===== src/rtl/regbank_sequencer_if.sv =====
// Handshake and bank-port bundle for regbank_sequencer.
// master drives requests and bank read data; slave is the sequencer.
interface regbank_sequencer_if #(
  parameter int DATA_WIDTH = 32,
  parameter int REG_BITS   = 4
);
  logic                  rdReqValid;
  logic                  rdReqReady;
  logic [REG_BITS-1:0]   rs1;
  logic [REG_BITS-1:0]   rs2;
  logic                  rspValid;
  logic                  rspReady;
  logic [DATA_WIDTH-1:0] op1;
  logic [DATA_WIDTH-1:0] op2;
  logic                  wbValid;
  logic                  wbReady;
  logic [REG_BITS-1:0]   wbReg;
  logic [DATA_WIDTH-1:0] wbData;
  logic [REG_BITS-1:0]   bankRegNum;
  logic [DATA_WIDTH-1:0] bankWrData;
  logic                  bankWe;
  logic [DATA_WIDTH-1:0] bankRdData;
  logic                  busy;

  modport master (
    output rdReqValid, rs1, rs2, rspReady,
    output wbValid, wbReg, wbData, bankRdData,
    input  rdReqReady, rspValid, op1, op2, wbReady,
    input  bankRegNum, bankWrData, bankWe, busy
  );

  modport slave (
    input  rdReqValid, rs1, rs2, rspReady,
    input  wbValid, wbReg, wbData, bankRdData,
    output rdReqReady, rspValid, op1, op2, wbReady,
    output bankRegNum, bankWrData, bankWe, busy
  );
endinterface


===== src/rtl/regbank_sequencer.sv =====
// Serialises rs1/rs2 operand reads and write-backs onto the
// single register bank port; write-back wins over reads in IDLE.
module regbank_sequencer #(
  parameter int DATA_WIDTH = 32,
  parameter int REG_BITS   = 4
) (
  input logic             clk,
  input logic             reset,
  regbank_sequencer_if.slave bus
);
  typedef enum logic [2:0] {
    IDLE, READ1, READ2, RESP, WRITE
  } state_t;

  state_t                state, state_d;
  logic [REG_BITS-1:0]   rs2_q, rs2_d;
  logic [REG_BITS-1:0]   regnum_q, regnum_d;
  logic [DATA_WIDTH-1:0] wrdata_q, wrdata_d;
  logic [DATA_WIDTH-1:0] op1_q, op1_d;
  logic [DATA_WIDTH-1:0] op2_q, op2_d;
  logic                  we_q, we_d;
  logic                  rsp_q, rsp_d;

  always_ff @(posedge clk or negedge reset) begin
    if (!reset) begin
      state    <= IDLE;
      rs2_q    <= '0;
      regnum_q <= '0;
      wrdata_q <= '0;
      op1_q    <= '0;
      op2_q    <= '0;
      we_q     <= 1'b0;
      rsp_q    <= 1'b0;
    end else begin
      state    <= state_d;
      rs2_q    <= rs2_d;
      regnum_q <= regnum_d;
      wrdata_q <= wrdata_d;
      op1_q    <= op1_d;
      op2_q    <= op2_d;
      we_q     <= we_d;
      rsp_q    <= rsp_d;
    end
  end

  always_comb begin
    state_d = state;
    unique case (state)
      IDLE: begin
        if (bus.wbValid)
          state_d = WRITE;
        else if (bus.rdReqValid)
          state_d = READ1;
      end
      WRITE: state_d = IDLE;
      READ1: state_d = READ2;
      READ2: state_d = RESP;
      RESP: begin
        if (bus.rspReady)
          state_d = IDLE;
      end
      default: state_d = IDLE;
    endcase
  end

  // Registered outputs are loaded with the values of the state being
  // entered, so the bank port always reflects the current state.
  always_comb begin
    rs2_d    = rs2_q;
    regnum_d = regnum_q;
    wrdata_d = wrdata_q;
    op1_d    = op1_q;
    op2_d    = op2_q;
    we_d     = 1'b0;
    rsp_d    = rsp_q;
    unique case (state)
      IDLE: begin
        if (bus.wbValid) begin
          regnum_d = bus.wbReg;
          wrdata_d = bus.wbData;
          we_d     = (bus.wbReg != '0);
        end else if (bus.rdReqValid) begin
          regnum_d = bus.rs1;
          rs2_d    = bus.rs2;
        end
      end
      READ1: begin
        op1_d    = bus.bankRdData;
        regnum_d = rs2_q;
      end
      READ2: begin
        op2_d = bus.bankRdData;
        rsp_d = 1'b1;
      end
      RESP: begin
        if (bus.rspReady)
          rsp_d = 1'b0;
      end
      default: ;
    endcase
  end

  assign bus.rdReqReady = (state == IDLE);
  assign bus.wbReady    = (state == IDLE);
  assign bus.busy       = (state != IDLE);
  assign bus.rspValid   = rsp_q;
  assign bus.op1        = op1_q;
  assign bus.op2        = op2_q;
  assign bus.bankRegNum = regnum_q;
  assign bus.bankWrData = wrdata_q;
  assign bus.bankWe     = we_q;
endmodule


===== src/flat_wrapper.sv =====
// flat-port wrapper written by rule: the top's interface ports become plain ports
module regbank_sequencer_flat 
#(
  parameter int DATA_WIDTH = 32,
  parameter int REG_BITS   = 4
)
  (clk, reset, bus_rdReqValid, bus_rs1, bus_rs2, bus_rspReady, bus_wbValid, bus_wbReg, bus_wbData, bus_bankRdData, bus_rdReqReady, bus_rspValid, bus_op1, bus_op2, bus_wbReady, bus_bankRegNum, bus_bankWrData, bus_bankWe, bus_busy);
  regbank_sequencer_if #(.DATA_WIDTH(DATA_WIDTH), .REG_BITS(REG_BITS)) bus_i ();
  input logic clk;
  input logic reset;
  input wire logic [$bits(bus_i.rdReqValid)-1:0] bus_rdReqValid;
  input wire logic [$bits(bus_i.rs1)-1:0] bus_rs1;
  input wire logic [$bits(bus_i.rs2)-1:0] bus_rs2;
  input wire logic [$bits(bus_i.rspReady)-1:0] bus_rspReady;
  input wire logic [$bits(bus_i.wbValid)-1:0] bus_wbValid;
  input wire logic [$bits(bus_i.wbReg)-1:0] bus_wbReg;
  input wire logic [$bits(bus_i.wbData)-1:0] bus_wbData;
  input wire logic [$bits(bus_i.bankRdData)-1:0] bus_bankRdData;
  output wire logic [$bits(bus_i.rdReqReady)-1:0] bus_rdReqReady;
  output wire logic [$bits(bus_i.rspValid)-1:0] bus_rspValid;
  output wire logic [$bits(bus_i.op1)-1:0] bus_op1;
  output wire logic [$bits(bus_i.op2)-1:0] bus_op2;
  output wire logic [$bits(bus_i.wbReady)-1:0] bus_wbReady;
  output wire logic [$bits(bus_i.bankRegNum)-1:0] bus_bankRegNum;
  output wire logic [$bits(bus_i.bankWrData)-1:0] bus_bankWrData;
  output wire logic [$bits(bus_i.bankWe)-1:0] bus_bankWe;
  output wire logic [$bits(bus_i.busy)-1:0] bus_busy;
  assign bus_i.rdReqValid = bus_rdReqValid;
  assign bus_i.rs1 = bus_rs1;
  assign bus_i.rs2 = bus_rs2;
  assign bus_i.rspReady = bus_rspReady;
  assign bus_i.wbValid = bus_wbValid;
  assign bus_i.wbReg = bus_wbReg;
  assign bus_i.wbData = bus_wbData;
  assign bus_i.bankRdData = bus_bankRdData;
  assign bus_rdReqReady = bus_i.rdReqReady;
  assign bus_rspValid = bus_i.rspValid;
  assign bus_op1 = bus_i.op1;
  assign bus_op2 = bus_i.op2;
  assign bus_wbReady = bus_i.wbReady;
  assign bus_bankRegNum = bus_i.bankRegNum;
  assign bus_bankWrData = bus_i.bankWrData;
  assign bus_bankWe = bus_i.bankWe;
  assign bus_busy = bus_i.busy;
  regbank_sequencer #(.DATA_WIDTH(DATA_WIDTH), .REG_BITS(REG_BITS)) u_core (.clk(clk), .reset(reset), .bus(bus_i));
endmodule

===== config.mk =====
export PLATFORM = sky130hd
export DESIGN_NAME = regbank_sequencer_flat
export DESIGN_NICKNAME = d
export VERILOG_FILES = /design/src/rtl/regbank_sequencer_if.sv /design/src/rtl/regbank_sequencer.sv /design/src/flat_wrapper.sv
export SDC_FILE = /design/constraint.sdc
export NUM_CORES = 1
export LEC_CHECK = 0
export CAP_MARGIN = 20
export CORE_AREA = 5 5 106 108
export CTS_CLUSTER_DIAMETER = 80
export DETAILED_ROUTE_END_ITERATION = 8
export DIE_AREA = 0 0 111 113
export GPL_TIMING_DRIVEN = 0
export PLACE_DENSITY_LB_ADDON = 0.15
export SYNTH_ARGS = -nofsm -noshare
export SYNTH_HDL_FRONTEND = slang
export SYNTH_SLANG_ARGS = --single-unit

===== constraint.sdc =====
create_clock -name clk -period 2.35 [get_ports clk]
set_input_delay 0.3525 -clock clk [delete_from_list [all_inputs] [get_ports clk]]
set_output_delay 0.3525 -clock clk [all_outputs]
set_load 0.01 [all_outputs]

# Word level (Yosys, flattened, before mapping)
# Index checks and enable logic that the tools add are counted.
# word_totals
reg_bits,109
output_inout_bits,105
in_bits,81
wordCells,35
# classes
n_mux,11
n_bitwise,1
reduce_logical,10
n_eq_ne,5
# op_table
cell,n
$pmux 3 s4,1
$mux 3,3
$mux 4,2
$pmux 4 s2,1
$reduce_and 2->1,4
$eq 3x2->1 const B,2
$reduce_bool 2->1,2
$reduce_bool 4->1,1
$eq 3x1->1 const B,1
$logic_not 3->1,1
$mux 1,3
$ne 3x3->1 const B,1
$reduce_and 3->1,1
$reduce_bool 3->1,1
$ne 2x2->1 const B,1
$pmux 1 s2,1
$not 1->1,1

# Depth between registers and ports, before layout
# Gate-level depths: netlist (run 1).
# logic_depth
ltp_word,3
depth_mapped,6
mapped_depth_nobuf,3

# Worst setup path after synthesis (run 1)
# No wires, ideal clock.
# synth_path
path_kind,register -> register
from,reg u_core.state[0]
to,"reg u_core.wrdata_q[0], in the netlist u_core.bus.bankWrData[0]"
synth_period_minus_slack_ns,1.645
t_arrival_ns,1.520
setup_time_ns,0.125
slack_ns,0.705
stages_incl_launch_ff,7
required_ns,2.225
path_buffers,3
cell_sequence,dfrtp_1 > buf_6 > nor3_4 > and2_4 > buf_12 > buf_12 > mux2_4
# synth_between
elab_chain_cells,2
# synth_rtl
element,line_no,source
from (decl),regbank_sequencer.sv:15,"state_t state, state_d;"
from (signal assigned),regbank_sequencer.sv:35,state <= state_d;
$logic_not 3->1,-,
named net bus_rdReqReady,flat_wrapper.sv:19,output wire logic [$bits(bus_i.rdReqReady)-1:0] bus_rdReqReady;
$reduce_and 2->1 (no source line),-,
to (signal assigned),regbank_sequencer.sv:38,wrdata_q <= wrdata_d;
to (decl),regbank_sequencer.sv:18,"logic [DATA_WIDTH-1:0] wrdata_q, wrdata_d;"
# The timed path passes the listed nets, and every way through them passes these cells.
# A chain may end at the register's enable or synchronous reset.

# Worst setup path after layout (run 1)
# layout_path
from,reg u_core.state[0]
to,out bus_wbReady
# layout_between
elab_chain_cells,1
# layout_rtl
element,line_no,source
$logic_not 3->1,regbank_sequencer.sv:104,assign bus.wbReady = (state == IDLE);
to (decl),flat_wrapper.sv:23,output wire logic [$bits(bus_i.wbReady)-1:0] bus_wbReady;
# Every way passes these cells.

==> flow_summary.ini, run 1 <==
[run_status]
outcome = complete, no violations

[clock_tree]
root_buffer = clkbuf_8
clock_path_buffers = 2
insertion_delay_ns = 0.36
path_clk_slew_ns = 0.09
cts_buffers = 9
cts_tree = built
cts_sinks = 109
ctsHoldBuffers = 1
htree_levels = 3
post_cts_buffers = 0
cts_resized = 0

[critical_path]
crit_chain = buf_6 > nor3_4 > buf_4 > clkdlybuf4s50_1
path_class = register to primary output
r2r_end = u_core.bus.bankWrData[0]$_DFFE_PN0P_
cp.depth = 4
cp-end-kind = primary output
crit_family = buffers and inverters
slowest_stage = clkdlybuf4s50_1
cp.arrival_ns = 1.88
path_max_fanout = 9
r2r_slack_ns = 0.63
cp_num_buf_inv = 3
crit_required_ns = 2.00
max_stage_delay_ns = 0.53
timing.rr.start = u_core.state[0]$_DFFE_PN0P_
rr_worst_depth = 6
start_kind = register

[place]
dp_hpwl_um = 7691
numPortBuffers = 184
dp.cells = 583
gp_congestion = 0.7657

[grt]
gr-total-overflow = 0
grt_pass1_vias = 3126
antenna_found_initial = 0
track_usage_pct = 16.36
grt_max_degree = 67
grt_first_pass_wirelength_um = 16280

[floorplanning]
die-area_um2 = 12540
die_w_um = 111
start_util_pct = 44.22
io_pins = 186
rows = 37
die_h_um = 113
core_area_um2 = 10140

[timing]
relSlewSlack_pct = 61.70
skew_ns = 0.006122
finalMaxSlewViolations = 0
rsz0062_at_grt = false
tns_ns = 0
fmax_ghz = 0.4482
tightestPinTransition_ns = 0.5746
holdWs_ns = 0.4518
finalCritPeriodShare_pct = 94.95
setup_viol = 0
period_needed_ns = 2.231
hold_violations = 0

[cells_and_area]
fillers = 751
final_cells = 600
layout_common_cells = clkdlybuf4s50_1, dfrtp_1, mux2_2
syn_to_final_growth_pct = 50.68
drive_gt1_share_pct = 30.39
final_nets = 540
n_antenna_cell = 0
layout_commonest_cell = clkdlybuf4s50_1

[route]
routed_wl_um = 10080
postRouteAntennaNets = 0
via_per_inst = 4.698
drc_errors = 0
wl_per_cell_um = 16.80
drt_iter0_markers = 81
dr.pass1.iters = 4
vias = 2819

[yosys]
synthArstFlopShare_pct = 100.0
yosysWarnings = 0
synth_edf_count = 0
synthTopCellsByArea = dfrtp_1, mux2_2, mux2_4
syn_nets = 343
synthesis.instances = 262
yosys_most_used_dff = dfrtp_1
syn_area_um2 = 4483
synth_top_area_share_pct = 60.84
synth_seq_cells = 109
synth_cell_types = 29
post-synth-top-area-cell = dfrtp_1
ys_seq_area_share_pct = 60.84
synth.avg_cell_area_um2 = 17.11

[worst_hold_path]
holdCritPathClass = input port to register
whs_path_depth = 3
min_to = u_core.bus.bankRegNum[1]$_DFFE_PN0P_
hold_start = bus_wbValid

[pwr]
powerDensity_nw_per_um2 = 1400
irDropWorstVdd_v = 0.0006902
p_total_mw = 9.454
leakagePower_nw = 2.855

[run]
drv_cap = 0
-- flip-flops by register name, summed over array words and instances, names as in the netlist --
name	cells
u_core.bus.bankWe	1
u_core.rs2_q	4
u_core.bus.bankWrData	32
u_core.bus.rspValid	1
u_core.state	3
u_core.bus.bankRegNum	4
u_core.bus.op2	32
u_core.bus.op1	32
-- area by class of cell --
| class | count | area (um2) | share of cell area, % |
|---|---|---|---|
| Sequential cell | 109 | 2728 | 40.38 |
| Timing Repair Buffer | 186 | 1877 | 27.78 |
| Multi-Input combinational cell | 134 | 1544 | 22.86 |
| Buffer | 15 | 196.4 | 2.908 |
| Tap cell | 136 | 170.2 | 2.519 |
| Clock buffer | 12 | 155.1 | 2.297 |
| Clock inverter | 4 | 70.07 | 1.037 |
| Inverter | 4 | 15.01 | 0.2223 |
-- kinds of logic (layout without fill, tap and decap cells) --
logic type | Yosys count | in the layout | synth area share, %
buffers and inverters | 19 | 221 | 4.717
DFF | 109 | 109 | 60.84
and+or+nand+nor | 15 | 15 | 2.875
muxes | 106 | 106 | 29.61
AOI/OAI and AO/OA | 13 | 13 | 1.954
-- power breakdown --
part / internal [mW] / switching (mW)
logic: 3.16 / 1.71
clock network: 0.656 / 0.587
registers: 2.84 / 0.506
total: 6.65 / 2.80
-- metrics by stage --
step	instance area, um2	util, %	setup slack (ns)
2_1_floorplan	4483	-	0.7049
6_report	6755	66.63	0.1186
3_3_place_gp	6495	64.06	-3.187
3_5_place_dp	6520	64.31	0.4975
4_1_cts	6755	66.63	0.06944
5_1_grt	6755	66.63	0.01630
-- cell usage after synthesis, types with 2 or more instances --
library cell / count
dfrtp_1: 109
inv_1: 4
o21ai_0: 3
buf_12: 4
nor2_1: 3
mux2i_1: 4
mux2_4: 37
buf_6: 8
mux2_2: 65
a211oi_1: 2
or4b_2: 2
nand2_1: 2
nor3b_4: 2
o22ai_1: 2
-- worst max path at each step --
stage | slack, ns | endpoint | start
global placement | -3.19 | u_core.bus.op1[14]$_DFFE_PN0P_ | reset
global route | 0.02 | bus_wbReady | u_core.state[0]$_DFFE_PN0P_
floorplan | 0.70 | u_core.bus.bankWrData[0]$_DFFE_PN0P_ | u_core.state[0]$_DFFE_PN0P_
detailed placement | 0.50 | bus_wbReady | u_core.state[0]$_DFFE_PN0P_
finish | 0.12 | bus_wbReady | u_core.state[0]$_DFFE_PN0P_
CTS | 0.07 | bus_wbReady | u_core.state[0]$_DFFE_PN0P_
-- layer usage --
layer / share of wire, % / global-route usage, % / wire (um)
met4: 2.5 / 6.404 / 248
met5: 0 / 0 / 0
met2: 49 / 27.51 / 4987
met3: 6.5 / 4.973 / 654
met1: 42 / 19.85 / 4191
-- worst reg2reg max path, stage by stage, from the launching register on --
cell and delay (ns):
dfrtp_1 0.38, buf_6 0.14, nor3_4 0.30, and2_4 0.21
buf_12 0.13, buf_12 0.15, mux2_4 0.31
Power figures use the tool's default switching activity.
==> inputs of run 2 (changes only) <==
REMOVE_ABC_BUFFERS = 1   (was default)
==> run 2 against run 1 <==
Sequential share of layout area up 1.0 points. Total power down 3.1%. First-iteration DRC count down 6.2%. Clock skew up 0.0076 ns. Sequential power up 1%. Clock-buffer cell count unchanged. Via count down 0.32%. Design area down 2.4%. Hold slack worse by 0.39 ns. Clock power down 17%.
==> flow_summary.ini, run 2 (synthesis results as in run 1) <==
[cells_and_area]
syn_to_final_growth_pct = 47.06
final_nets = 529
layout_common_cells = clkdlybuf4s50_1, dfrtp_1, mux2_2
drive_gt1_share_pct = 28.48
layout_commonest_cell = clkdlybuf4s50_1
final_cells = 589
finish.utilization_pct = 65.03
n_antenna_cell = 0

[timing]
tightestPinTransition_ns = 0.7852
setup_viol = 0
period_needed_ns = 2.158
finalMaxSlewViolations = 0
fmax_ghz = 0.4634
rsz0062_at_grt = false
finalCritPeriodShare_pct = 91.84
hold_violations = 0
skew_ns = 0.01372
relSlewSlack_pct = 47.65

[critical_path]
cp.arrival_ns = 1.81
crit_start = u_core.state[1]$_DFFE_PN0P_
timing.rr.start = u_core.state[1]$_DFFE_PN0P_
crit_required_ns = 2.00
start_kind = register
path_max_fanout = 11
cp-end-kind = primary output
path_class = register to primary output

[grt]
track_usage_pct = 16.80
grt_max_degree = 62
antenna_found_initial = 0
grt_pass1_vias = 3250
gr-total-overflow = 0
grt_first_pass_wirelength_um = 16980

[pwr]
irDropWorstVdd_v = 0.0005539
leakagePower_nw = 2.760
powerDensity_nw_per_um2 = 1389

[clock_tree]
clock_path_buffers = 2
insertion_delay_ns = 0.36
cts_resized = 0
root_buffer = clkbuf_8
htree_levels = 3
cts_buffers = 9
path_clk_slew_ns = 0.10
cts_sinks = 109
cts_tree = built
post_cts_buffers = 0
ctsHoldBuffers = 0

[route]
wl_per_cell_um = 17.13
routed_wl_um = 10090
drc_errors = 0
drt_iter0_markers = 76
postRouteAntennaNets = 0
via_per_inst = 4.771
vias = 2810
dr.pass1.iters = 4

[worst_hold_path]
holdCritPathClass = input port to async pin

[floorplanning]
die_w_um = 111
rows = 37
io_pins = 186
start_util_pct = 44.22
die_h_um = 113
core_area_um2 = 10140
die-area_um2 = 12540

[place]
dp_hpwl_um = 7530
numPortBuffers = 185
dp.cells = 573
gp_congestion = 0.7327

[run]
drv_cap = 0

[run_status]
outcome = complete, no violations
## run 2: final timing paths
kind,endpoint,slack [ns],cells after the start
min in group clk,u_core.bus.rspValid$_DFFE_PN0P_,0.49,1
min reg2reg,u_core.bus.rspValid$_DFFE_PN0P_,0.49,1
max reg2reg,u_core.bus.op2[8]$_DFFE_PN0P_,0.28,3
max,bus_rdReqReady,0.19,2
max in group asynchronous,u_core.bus.bankWrData[17]$_DFFE_PN0P_,1.57,2
min,u_core.bus.op1[30]$_DFFE_PN0P_,0.06,1
## run 2: routing by layer
metal / vias up / wire (um) / global-route usage, %
li1: 1293 / - / -
met1: 1377 / 4325 / 20.51
met2: 127 / 4599 / 26.98
met3: 13 / 1024 / 7.433
met4: 0 / 138 / 5.255
met5: - / 0 / 0
## run 2: final cells by class
class | instances | area, um2
clock inverters | 4 | 32.53
clock buffers | 12 | 145.1
inverters | 4 | 15.01
flip-flops and latches | 109 | 2728
multi-input cells | 134 | 1544
repair buffers | 190 | 1958
well taps | 136 | 170.2
fillers | 745 | 3546
## run 2: power by group
part | leakage (nW) | switching (mW) | total [mW] | internal [mW]
sequential | 1.29 | 0.556 | 3.39 | 2.84
clock | 0.0832 | 0.612 | 1.03 | 0.422
combinational | 1.39 | 1.65 | 4.73 | 3.08
## run 2: critical path: stages, from the launching register on
cell and delay, ns:
dfrtp_1 0.53, nor3_4 0.32, clkdlybuf4s50_1 0.60
## run 2: metrics by stage
stage	setup slack (ns)	setup TNS (ns)	cell area, um2	total power, mW	hold slack, ns
6_report	0.1918	0	6593	9.159	0.06308
4_1_cts	0.1610	0	6593	9.316	0.07972
5_1_grt	0.1041	0	6593	9.738	0.1357
2_1_floorplan	0.1730	0	4287	5.613	0.05691
3_3_place_gp	-3.148	-363.84	6309	7.991	0.4623
3_5_place_dp	0.1643	0	6415	8.234	0.4784
==> inputs of run 3 (changes only) <==
CTS_BUF_LIST = sky130_fd_sc_hd__clkbuf_8   (was default)
GPL_TIMING_DRIVEN = default   (was 0)
==> run 3 against run 2 <==
Design area up 0.13%. Final cell count up 0.17%. Clock skew shrank 0.011 ns. Worst setup slack improved by 0.017 ns. Utilization rose by 0.086 points. First-iteration DRC count grew 43%. Combinational power fell by 1%. Maximum frequency rose by 0.79%. Non-clock buffer count is 3 higher. Sequential share of layout area down 0.055 points. Critical path type unchanged.
==> flow_summary.ini, run 3 (synthesis results as in run 1) <==
[critical_path]
crit_family = buffers and inverters
slowest_stage = clkdlybuf4s50_1
crit_required_ns = 2.00
cp.arrival_ns = 1.79
crit_chain = nor3_4 > clkdlybuf4s50_1
path_class = register to primary output
timing.rr.start = u_core.state[1]$_DFFE_PN0P_
start_kind = register
max_stage_delay_ns = 0.59
crit_start = u_core.state[1]$_DFFE_PN0P_
path_max_fanout = 11
cp-end-kind = primary output
cp_num_buf_inv = 1

[timing]
hold_violations = 0
finalMaxSlewViolations = 0
setup_viol = 0
relSlewSlack_pct = 60.65
tightestPinTransition_ns = 0.5903
fmax_ghz = 0.4670
rsz0062_at_grt = false
holdWs_ns = 0.5103
finalCritPeriodShare_pct = 91.12
setup_ws_ns = 0.2088
tns_ns = 0
period_needed_ns = 2.141
skew_ns = 0.002928

[route]
vias = 2840
dr.pass1.iters = 4
routed_wl_um = 10300
postRouteAntennaNets = 0
wl_per_cell_um = 17.45
via_per_inst = 4.814
drt_iter0_markers = 109
drc_errors = 0

[cells_and_area]
final_area_um2 = 6601
syn_to_final_growth_pct = 47.25
fillers = 723
drive_gt1_share_pct = 28.19
final_nets = 532
layout_common_cells = clkdlybuf4s50_1, dfrtp_1, mux2_2
finish.utilization_pct = 65.11
layout_commonest_cell = clkdlybuf4s50_1
n_antenna_cell = 0

[floorplanning]
die_h_um = 113
core_area_um2 = 10140
start_util_pct = 44.22
io_pins = 186
rows = 37
die-area_um2 = 12540
die_w_um = 111

[grt]
track_usage_pct = 16.99
grt_max_degree = 53
antenna_found_initial = 0
grt_first_pass_wirelength_um = 16820
grt_pass1_vias = 3175
gr-total-overflow = 0

[place]
numPortBuffers = 185
placed_cell_area_um2 = 6396
dp_hpwl_um = 7569
pre_cts_ws_ns = 0.4272
gp_congestion = 0.7749

[worst_hold_path]
hold_start = u_core.bus.op1[27]$_DFFE_PN0P_
holdCritPathClass = register to register

[run_status]
outcome = complete, no violations

[clock_tree]
path_clk_slew_ns = 0.09
clock_path_buffers = 2
cts_tree = built
insertion_delay_ns = 0.36
htree_levels = 3
cts_sinks = 109
cts_buffers = 9
root_buffer = clkbuf_8
post_cts_buffers = 0

[run]
drv_cap = 0

[pwr]
irDropWorstVdd_v = 0.0005822
powerDensity_nw_per_um2 = 1399
leakagePower_nw = 2.787
run 3: worst paths after layout:
kind	end	slack, ns	cells after the start
hold reg to reg	u_core.bus.op1[27]$_DFFE_PN0P_	0.51	1
min in group asynchronous	u_core.bus.op2[1]$_DFFE_PN0P_	0.55	2
setup reg to reg	u_core.bus.bankWrData[21]$_DFFE_PN0P_	0.44	4
hold / removal	u_core.bus.op1[27]$_DFFE_PN0P_	0.51	1
max in group asynchronous	u_core.bus.op2[28]$_DFFE_PN0P_	1.12	3
setup / recovery	bus_wbReady	0.21	2
run 3: metal layers:
metal / share of wire [%] / vias up / track usage, %
met2: 45 / 130 / 26.58
met4: 1.4 / 0 / 5.172
met3: 11 / 11 / 8.877
li1: - / 1297 / -
met5: 0 / - / 0
met1: 42 / 1402 / 20.54
run 3: worst register-to-register path, cell delays in order, from the launching register on:
cell	delay [ns]
dfrtp_1	0.53
nor3_4	0.31
and2_4	0.40
buf_12	0.24
mux2_4	0.32
run 3: report_power, final:
part / switching [mW] / total (mW) / internal [mW]
combinational: 1.65 / 4.67 / 3.02
clock: 0.573 / 1.15 / 0.578
sequential: 0.576 / 3.42 / 2.84
run 3: metrics by stage:
stage / instances / total power, mW
2_1_floorplan: 247 / 5.613
3_3_place_gp: 575 / 8.059
3_5_place_dp: 575 / 8.163
4_1_cts: 590 / 9.370
5_1_grt: 590 / 9.800
6_report: 590 / 9.234
run 3: layout make-up:
cell class	instances	area (um2)	area share (%)
Multi-Input combinational cell	134	1544	23.39
Inverter	4	15.01	0.2274
Clock buffer	9	123.9	1.876
Sequential cell	109	2728	41.32
Tap cell	136	170.2	2.578
Clock inverter	5	71.32	1.080
Timing Repair Buffer	193	1949	29.53
run 3: what timing repair did:
action	CTS	global route
gates resized for setup	0	0
hold endpoints to repair	7	0
endpoints found under the setup margin	0	0
hold buffers	1	0
